`src/rtl/dmem_arbiter.sv`:
```
// Two-requester (CPU / DMA) arbiter for a single ready-strobed data-memory port.
// Round-robin on ties, sticky error flag when a granted access times out.
module dmem_arbiter #(
   parameter int TIMEOUT = 16,
   parameter int TO_W    = 5
) (
   input  logic        clk,
   input  logic        rst,
   input  logic        cpu_req,
   input  logic        cpu_drw,
   input  logic [31:0] cpu_addr,
   input  logic [31:0] cpu_wdata,
   output logic [31:0] cpu_rdata,
   output logic        cpu_stall,
   input  logic        dma_req,
   input  logic        dma_drw,
   input  logic [31:0] dma_addr,
   input  logic [31:0] dma_wdata,
   output logic [31:0] dma_rdata,
   output logic        dma_ack,
   output logic        mem_req,
   output logic        mem_drw,
   output logic [31:0] mem_addr,
   output logic [31:0] mem_wdata,
   input  logic        mem_ready,
   input  logic [31:0] mem_rdata,
   output logic        err
);

   typedef enum logic [1:0] {IDLE, GNT_CPU, GNT_DMA} state_t;

   state_t          state;
   logic            last_dma;
   logic [TO_W-1:0] cnt;
   logic            timeout;
   logic            grant_cpu;

   // Abort fires only when the final allowed wait cycle passes without ready.
   assign timeout   = (state != IDLE) && !mem_ready && (cnt == TO_W'(TIMEOUT - 1));
   assign cpu_stall = cpu_req && !((state == GNT_CPU) && (mem_ready || timeout));
   assign grant_cpu = cpu_req && (!dma_req || last_dma);

   always_ff @(posedge clk or negedge rst) begin
      if (!rst) begin
         state     <= IDLE;
         last_dma  <= 1'b1;
         cnt       <= '0;
         cpu_rdata <= '0;
         dma_rdata <= '0;
         dma_ack   <= 1'b0;
         mem_req   <= 1'b0;
         mem_drw   <= 1'b0;
         mem_addr  <= '0;
         mem_wdata <= '0;
         err       <= 1'b0;
      end else begin
         dma_ack <= 1'b0;
         case (state)
            IDLE: begin
               if (grant_cpu) begin
                  state     <= GNT_CPU;
                  mem_req   <= 1'b1;
                  mem_drw   <= cpu_drw;
                  mem_addr  <= cpu_addr;
                  mem_wdata <= cpu_wdata;
                  last_dma  <= 1'b0;
                  cnt       <= '0;
               end else if (dma_req) begin
                  state     <= GNT_DMA;
                  mem_req   <= 1'b1;
                  mem_drw   <= dma_drw;
                  mem_addr  <= dma_addr;
                  mem_wdata <= dma_wdata;
                  last_dma  <= 1'b1;
                  cnt       <= '0;
               end
            end
            default: begin
               if (mem_ready || timeout) begin
                  state   <= IDLE;
                  mem_req <= 1'b0;
                  if (state == GNT_DMA)
                     dma_ack <= 1'b1;
                  if (mem_ready) begin
                     // Writes leave the requester's read data untouched.
                     if (!mem_drw) begin
                        if (state == GNT_DMA)
                           dma_rdata <= mem_rdata;
                        else
                           cpu_rdata <= mem_rdata;
                     end
                  end else begin
                     err <= 1'b1;
                     if (state == GNT_DMA)
                        dma_rdata <= '0;
                     else
                        cpu_rdata <= '0;
                  end
               end else begin
                  cnt <= cnt + 1'b1;
               end
            end
         endcase
      end
   end

endmodule

```
`config.mk`:
```
export PLATFORM = sky130hd
export DESIGN_NAME = dmem_arbiter
export DESIGN_NICKNAME = d
export VERILOG_FILES = /design/src/rtl/dmem_arbiter.sv
export SDC_FILE = /design/constraint.sdc
export NUM_CORES = 1
export LEC_CHECK = 0
export BUFFER_PORTS_ARGS = -buffer_cell sky130_fd_sc_hd__buf_2
export CAP_MARGIN = 5
export CORE_ASPECT_RATIO = 1.25
export CORE_UTILIZATION = 30
export DETAILED_ROUTE_END_ITERATION = 12
export PLACE_DENSITY = 0.67
export SLEW_MARGIN = 40
export SYNTH_ARGS = -nofsm -noshare
export SYNTH_HDL_FRONTEND = slang
export SYNTH_SLANG_ARGS = --single-unit
```
`constraint.sdc`:
```
create_clock -name clk -period 1.8 [get_ports clk]
set_input_delay 0.09 -clock clk [delete_from_list [all_inputs] [get_ports clk]]
set_output_delay 0.09 -clock clk [all_outputs]
set_load 0.005 [all_outputs]
```
**After elaboration in Yosys (flattened, before gate mapping)**

Cells that the tools add are included.
Widths: inputs -> output; s select.

- Register bits after elaboration: 140
- Bits of input ports: 167
- Output and inout bits: 133
- Word-level logic and storage cells: 71

- $add $sub $neg: 1
- Equal/unequal tests: 6
- Mux-type cells: 30
- Bitwise logic cells: 3
- Reductions and logical operators: 20

Operators by type and width:

| kind | number |
|---|---|
| $mux 32 | 12 |
| $mux 5 | 4 |
| $mux 1 | 10 |
| $mux 2 | 4 |
| $reduce_and 4->1 | 2 |
| $reduce_and 2->1 | 3 |
| $reduce_bool 2->1 | 3 |
| $add 5x1->5 const B | 1 |
| $eq 5x4->1 const B | 1 |
| $logic_and 1x1->1 | 5 |
| $logic_not 1->1 | 3 |
| $ne 3x3->1 const B | 1 |
| $not 1->1 | 3 |
| $reduce_and 3->1 | 1 |
| $eq 2x1->1 const B | 1 |
| $eq 2x2->1 const B | 1 |
| $logic_not 2->1 | 1 |
| $logic_or 1x1->1 | 2 |
| $ne 2x1->1 const B | 1 |
| $ne 2x2->1 const B | 1 |

**Depth between registers and ports, before layout**

Gate-level depths: netlist of run 1.

- Depth after elaboration: 7
- Gate-level depth with buffers: 7
- Mapped depth without buffers: 6

**Worst setup path after synthesis of run 1**

No wires, ideal clock.

- Path kind: register to register
- Start point: register cnt[0]
- End point: register cpu_rdata[0]
- Setup time: 0.125 ns
- Data arrival time: 1.753 ns
- Required time: 1.675 ns
- Path slack: -0.077 ns
- Stages on the path, launching flop included: 8
- Path buffers: 1
- Clock period less this slack: 1.877 ns
- Cell sequence: dfrtp_1 > ha_1 > and3_1 > ha_1 > nand2b_1 > a21oi_2 > buf_4 > mux2_2

- Longest elaborated chain between the ends: 4

RTL lines:

| item | RTL line | source |
|---|---|---|
| from (decl) | 34 | `logic [TO_W-1:0] cnt;` |
| from (signal assigned) | 100 | `cnt <= cnt + 1'b1;` |
| $eq 5x4->1 | 39 | `assign timeout = (state != IDLE) && !mem_ready && (cnt == TO_W'(TIMEOUT - 1));` |
| $logic_and 1x1->1 | 39 |  |
| $logic_or 1x1->1 | 79 | `if (mem_ready \|\| timeout) begin` |
| $reduce_and 4->1 (no source line) | -- |  |
| to (signal assigned) | 90 | `cpu_rdata <= mem_rdata;` |
| to (decl) | 13 | `output logic [31:0] cpu_rdata,` |

Every way passes these cells.
A chain may end at the register's enable or synchronous reset.

**Worst setup path in the final report of run 1**

- Start point: register cnt[0]
- End point: register dma_rdata[8]

- Longest elaborated chain between the ends: 4

RTL lines:

| item | RTL line | source |
|---|---|---|
| $eq 5x4->1 | 39 |  |
| $logic_and 1x1->1 | 39 |  |
| $logic_or 1x1->1 | 79 |  |
| $reduce_and 4->1 (no source line) | -- |  |
| to (signal assigned) | 88 | `dma_rdata <= mem_rdata;` |
| to (decl) | 19 | `output logic [31:0] dma_rdata,` |

Every way passes these cells.

==> flow_metrics.tcl, run 1 <==
set metrics [dict create \
    die-area_um2 22860 \
    hold_depth 3 \
    slew_headroom_pct 59.08 \
    dpl.hpwl_um 13940 \
    gp_congestion 0.8343 \
    finalWorstSetupSlack_ns -0.1673 \
    cts_buffer_depth 2 \
    synth_nets 770 \
    r2r_end "dma_rdata[8]$_DFFE_PN0P_" \
    reg2reg_depth 9 \
    antenna_found_initial 0 \
    synth_area_leader_cell "dfrtp_1" \
    cts-root-buf "clkbuf_16" \
    clock-sinks 140 \
    finalWirelength_um 23750 \
    busiest_layer "met2" \
    clock_skew_ns 0.01615 \
    required_ns 2.09 \
    die_y_um 168.8 \
    use_met3_pct 5.511 \
    max-cap-violations 0 \
    yosysSeqAreaShare_pct 52.49 \
    grt-ovfl-total 0 \
    async_flop_share_pct 100.0 \
    r2r_start "cnt[0]$_DFFE_PN0P_" \
    period_needed_ns 1.967 \
    netlist.area_leader.share_pct 52.10 \
    grt_pass1_vias 7060 \
    grt_max_degree 69 \
    hp-class "primary input to flop" \
    netlist_instances 601 \
    rrSetupSlack_ns -0.17 \
    cts.htree.levels 4 \
    synth_cell_type_count 39 \
    port_buffers 299 \
    numCtsBuffers 17 \
    core-area_um2 21700 \
    fmax_ghz 0.5083 \
    crit_chain "ha_2 > and3_4 > ha_4 > buf_6 > nand2b_4 > a21oi_4 > buf_12 > clkbuf_16 > mux2_4" \
    grt_usage_pct 20.79 \
    synth_edf_count 0 \
    nets 1191 \
    path_class "flop to flop" \
    fin_tns_setup_ns -9.172 \
    netlist_area_um2 6676 \
    setup_viol 65 \
    dr_total_vias 6694 \
    syn2layout_area_growth_pct 62.44 \
    die_w_um 135.4 \
    setup.worst_path.start_class "flop" \
    wire_per_inst_um 18.08 \
    worst_hold_path.endpoint "mem_drw$_DFFE_PN0P_" \
    outcome "complete, but fails checks" \
    route.detailed.drc 0 \
    drtIter0Drc 313 \
    critical-path-slowest-cell "dfrtp_1" \
    hold_viol_final 0 \
    cts_tree "built" \
    first_pass_iters 5 \
    fin_cells 1314 \
    ioPinCount 300 \
    hold_slack_ns 0.01885 \
    power.leakage_uw 0.004990 \
    end_kind "flop" \
    via_per_inst 5.094 \
    dp.cells 1145 \
    tightest_slew_ns 0.6138 \
    crit_fanout 5 \
    synth_ff_type "dfrtp_1" \
    clk_pin_slew_ns 0.06 \
    initial_core_util_pct 30.77 \
    clk_latency_ns 0.42 \
    met2_usage_pct 36.16 \
    drive_above_1_share_pct 44.93 \
    violations "negative setup slack" \
    ys_seq_elements 140 \
    finalCritPeriodShare_pct 109.3 \
    grt_util_met1_pct 22.90 \
    power_uw 15520 \
    num_rows 60 \
    hp-start "dma_drw" \
    dp_slack_ns -0.05593 \
    cpPeakStageDelay_ns 0.36 \
    n_antenna_cell 0 \
    slew_violations 0 \
    ant_nets 0 \
    arrival_ns 2.26 \
    grt_pass1_wl_um 36710 \
    vdd_ir_drop_max_mv 0.6915 \
    syn_avg_cell_area_um2 11.11 \
    rsz0062_at_grt "true" \
    power_density_nw_per_um2 1431 \
    synth_warnings 0 \
    ys_top_cells_by_area "dfrtp_1 (52%), mux2_2 (10%), nand3b_1 (7.3%)" \
]
-- worst max-delay path by stage --
| stage | from | slack (ns) | to | cells after the start |
|---|---|---|---|---|
| floorplan | cnt[0]$_DFFE_PN0P_ | 0.008 | cpu_rdata[0]$_DFFE_PN0P_ | 7 |
| global placement | cnt[1]$_DFFE_PN0P_ | -0.006 | cpu_rdata[10]$_DFFE_PN0P_ | 7 |
| detailed placement | cnt[0]$_DFFE_PN0P_ | -0.06 | cpu_rdata[13]$_DFFE_PN0P_ | 7 |
| CTS | cnt[0]$_DFFE_PN0P_ | -0.15 | cpu_rdata[16]$_DFFE_PN0P_ | 9 |
| global route | cnt[0]$_DFFE_PN0P_ | -0.23 | dma_rdata[1]$_DFFE_PN0P_ | 9 |
| finish | cnt[0]$_DFFE_PN0P_ | -0.17 | dma_rdata[8]$_DFFE_PN0P_ | 9 |
-- worst max-delay path: cells and delay by family (launching register included) --
family / cells / cell delay (ns)
flip-flops: 1 / 0.36
AND/OR/NAND/NOR: 2 / 0.26
multiplexers: 1 / 0.30
adder cells (fa/ha/maj): 2 / 0.33
buffers and inverters: 3 / 0.41
AO/OA/AOI/OAI: 1 / 0.17
-- kinds of logic after synthesis --
group           after synthesis  share of synthesized area [%]
compound gates              210                          19.38
fa+ha+maj                     2                         0.3748
buf+inv                      65                          4.573
flops                       140                          52.49
mux                          65                          10.96
simple gates                119                          12.22
-- sequential cells by signal, summed over array words and instances, names as in the netlist --
| name | cells |
|---|---|
| cpu_rdata | 32 |
| dma_rdata | 32 |
| mem_addr | 32 |
| mem_wdata | 32 |
| cnt | 5 |
| state | 2 |
| dma_ack | 1 |
| err | 1 |
| last_dma | 1 |
| mem_drw | 1 |
| mem_req | 1 |
-- through the flow --
step	util [%]	cell area, µm²
2_1_floorplan	-	6734
3_3_place_gp	39.76	8627
3_5_place_dp	39.76	8627
4_1_cts	49.37	10710
5_1_grt	49.99	10850
6_report	49.99	10850
-- layer usage --
layer	wire length, µm	vias up	share of wire [%]
li1	-	3051	-
met1	9216	3229	39
met2	11870	348	50
met3	1656	66	7.0
met4	1013	0	4.3
met5	0	-	0
-- power breakdown --
part,internal [µW],switching [µW]
Clock,1810,1520
Combinational,3530,3090
Sequential,4670,899
-- cell usage after synthesis (all sizes together) (2+ instances only) --
cell type  count
a21o           3
a21oi         69
a31oi         65
and2          33
buf           25
clkbuf        37
dfrtp        139
ha             2
inv            3
mux2          65
nand2          3
nand2b         3
nand3b        65
nor2           4
nor2b          2
nor4           2
o21ai         66
-- cells in the final DEF (no fill, tap or decap), types with 2 or more instances in the layout --
cell and instances:
nand3b_1 65, a31oi_2 20, inv_8 3, a21o_1 3, clkinv_2 2, nor2b_1 2, buf_2 298, dfrtp_1 139
buf_8 2, inv_1 2, mux2_2 10, and2_1 32, clkbuf_16 19, nor4_1 2, clkinvlp_4 3, nand2b_1 2
mux2_4 54, a31oi_1 45, dlygate4sd3_1 129, buf_12 11, a21oi_1 67, a21oi_4 2, buf_6 6, nand2_1 3
inv_6 6, buf_4 15, nor2_4 2, nor2_1 2, o21ai_0 65
-- final cells by class --
cell class | instances | area, µm²
Clock buffer | 17 | 425.4
Timing Repair Buffer | 464 | 3291
Clock inverter | 15 | 127.6
Multi-Input combinational cell | 396 | 3137
Fill cell | 1933 | 10850
Sequential cell | 140 | 3505
Tap cell | 279 | 349.1
Inverter | 3 | 11.26
-- repair_timing --
item	CTS	global route
hold buffers	129	0
setup buffers	6	1
setup endpoints to repair	69	71
endpoints found under the hold margin	187	0
gates resized for setup	38	34
gates cloned	2	2
pin swaps	5	5
(Power assumes the default switching activity.)
==> run 2, diff against run 1 <==
--- a/config.mk
+++ b/config.mk
@@ -10,7 +10,7 @@
 export CORE_ASPECT_RATIO = 1.25
 export CORE_UTILIZATION = 30
 export DETAILED_ROUTE_END_ITERATION = 12
-export PLACE_DENSITY = 0.67
+export PLACE_DENSITY = 0.65
 export SLEW_MARGIN = 40
 export SYNTH_ARGS = -nofsm -noshare
 export SYNTH_HDL_FRONTEND = slang
==> constraint.sdc (replaced) <==
create_clock -name clk -period 2.03 [get_ports clk]
set_input_delay 0.1015 -clock clk [delete_from_list [all_inputs] [get_ports clk]]
set_output_delay 0.1015 -clock clk [all_outputs]
set_load 0.005 [all_outputs]
==> flow_metrics.tcl, run 2 (same netlist as run 1, synthesis figures left out) <==
set metrics [dict create \
    layout_common_cells "buf_2 (298), dfrtp_1 (139), dlygate4sd3_1 (129)" \
    final_common_cell "buf_2" \
    reg2reg_depth 5 \
    syn2layout_area_growth_pct 57.87 \
    rrSetupSlack_ns 0.1 \
    critical-path-slowest-cell "dlygate4sd3_1" \
    dpl.hpwl_um 13780 \
    finalCritPeriodShare_pct 95.22 \
    cpPeakStageDelay_ns 0.58 \
    setup_viol 0 \
    route.detailed.drc 0 \
    wire_per_inst_um 17.72 \
    grt-ovfl-total 0 \
    power_uw 13960 \
    path_class "flop to flop" \
    power_density_nw_per_um2 1324 \
    fmax_ghz 0.5173 \
    slew_violations 0 \
    hp-class "primary input to flop" \
    first_pass_iters 6 \
    cts_tree "built" \
    grt_usage_pct 19.60 \
    setup.worst_path.start_class "flop" \
    cts.htree.levels 4 \
    fin_util_pct 48.58 \
    crit_fanout 17 \
    r2r_end "mem_wdata[28]$_DFFE_PN0P_" \
    crit_chain "nor2_4 > and2_4 > buf_16 > a31oi_1 > dlygate4sd3_1" \
    drive_above_1_share_pct 43.86 \
    nets 1182 \
    critPathTopFamily "buffers and inverters" \
    clock_skew_ns 0.01217 \
    end_kind "flop" \
    clk_latency_ns 0.41 \
    cp.depth 5 \
    grt_pass1_wl_um 35050 \
    required_ns 2.32 \
    gp_congestion 0.7825 \
    crit_start "state[1]$_DFFE_PN0P_" \
    ant_nets 0 \
    r2r_start "state[1]$_DFFE_PN0P_" \
    crit_path_end "mem_wdata[28]$_DFFE_PN0P_" \
    initial_core_util_pct 30.77 \
    core-area_um2 21700 \
    dr_total_vias 6612 \
    grt_max_degree 76 \
    cts-root-buf "clkbuf_16" \
    port_buffers 299 \
    arrival_ns 2.22 \
    die_y_um 168.8 \
    clock-sinks 140 \
    die_w_um 135.4 \
    tightest_slew_ns 0.7285 \
    ioPinCount 300 \
    max-cap-violations 0 \
    finalWirelength_um 23130 \
    clk_pin_slew_ns 0.06 \
    grt_pass1_vias 6981 \
    cp_num_buf_inv 2 \
    antenna_found_initial 0 \
    num_rows 60 \
    fillers 1938 \
    numCtsBuffers 17 \
    die-area_um2 22860 \
    power.leakage_uw 0.004825 \
    drtIter0Drc 252 \
    period_needed_ns 1.933 \
    cts_buffer_depth 2 \
    hold_slack_ns 0.04991 \
    hold_viol_final 0 \
    slew_headroom_pct 51.43 \
    n_antenna_cell 0 \
    via_per_inst 5.067 \
    outcome "finished, final reports clean" \
    vdd_ir_drop_max_mv 0.6133 \
]
==> run 2: cell types whose count changed in the layout (fill, tap and decap cells not counted), moves of 5 or more <==
cell	change
mux2_4	-54
mux2_2	+52
buf_12	-5
buf_6	-5
==> run 2: repair_timing <==
item	CTS	global route
gates resized for setup	3	4
setup buffers	2	2
gates cloned	0	3
setup endpoints to repair	1	13
hold buffers	129	0
endpoints found under the hold margin	112	0
pin swaps	0	1
==> run 2: worst min-delay path by stage <==
stage | startpoint | end | slack (ns) | depth (start not counted)
2_1_floorplan | rst | cnt[0]$_DFFE_PN0P_ | -0.19 | 0
3_3_place_gp | rst | cpu_rdata[13]$_DFFE_PN0P_ | 0.09 | 1
3_5_place_dp | rst | cpu_rdata[11]$_DFFE_PN0P_ | 0.09 | 1
4_1_cts | dma_addr[3] | mem_addr[3]$_DFFE_PN0P_ | 0.03 | 3
5_1_grt | dma_wdata[1] | mem_wdata[1]$_DFFE_PN0P_ | 0.04 | 3
6_report | mem_rdata[5] | cpu_rdata[5]$_DFFE_PN0P_ | 0.05 | 3
==> run 2: cell type report <==
class,instances,area (µm²),share of cell area [%]
Sequential cell,140,3505,33.25
Timing Repair Buffer,455,3144,29.83
Multi-Input combinational cell,396,2907,27.58
Clock buffer,19,442.9,4.202
Tap cell,279,349.1,3.312
Clock inverter,13,181.4,1.721
Inverter,3,11.26,0.1068
==> run 2: metrics by stage <==
stage / TNS (ns) / cell area [µm²] / setup WS (ns) / std cells
2_1_floorplan: 0 / 6676 / 0.1526 / 601
3_3_place_gp: 0 / 8504 / 0.1072 / 1138
3_5_place_dp: 0 / 8504 / 0.04988 / 1138
4_1_cts: 0 / 10440 / 0.01168 / 1300
5_1_grt: -0.003674 / 10540 / -0.003674 / 1305
6_report: 0 / 10540 / 0.09698 / 1305
==> run 2: routing by layer <==
layer	part of all wire (%)	track usage, %
met5	0	0
met4	3.8	10.94
met3	6.5	4.492
met2	51	34.63
met1	39	21.43
==> run 2: power breakdown <==
| part | leakage, µW | switching, µW | internal, µW |
|---|---|---|---|
| Clock | 0.000303 | 1310 | 2010 |
| Sequential | 0.00170 | 738 | 4140 |
| Combinational | 0.00283 | 2770 | 2990 |
| Total | 0.00483 | 4820 | 9140 |
==> run 2: worst reg2reg max path, delay by kind of cell (launching register included) <==
family / cells / cell delay [ns]
compound gates: 1 / 0.10
flops: 1 / 0.48
buf+inv: 2 / 0.76
simple gates: 2 / 0.48
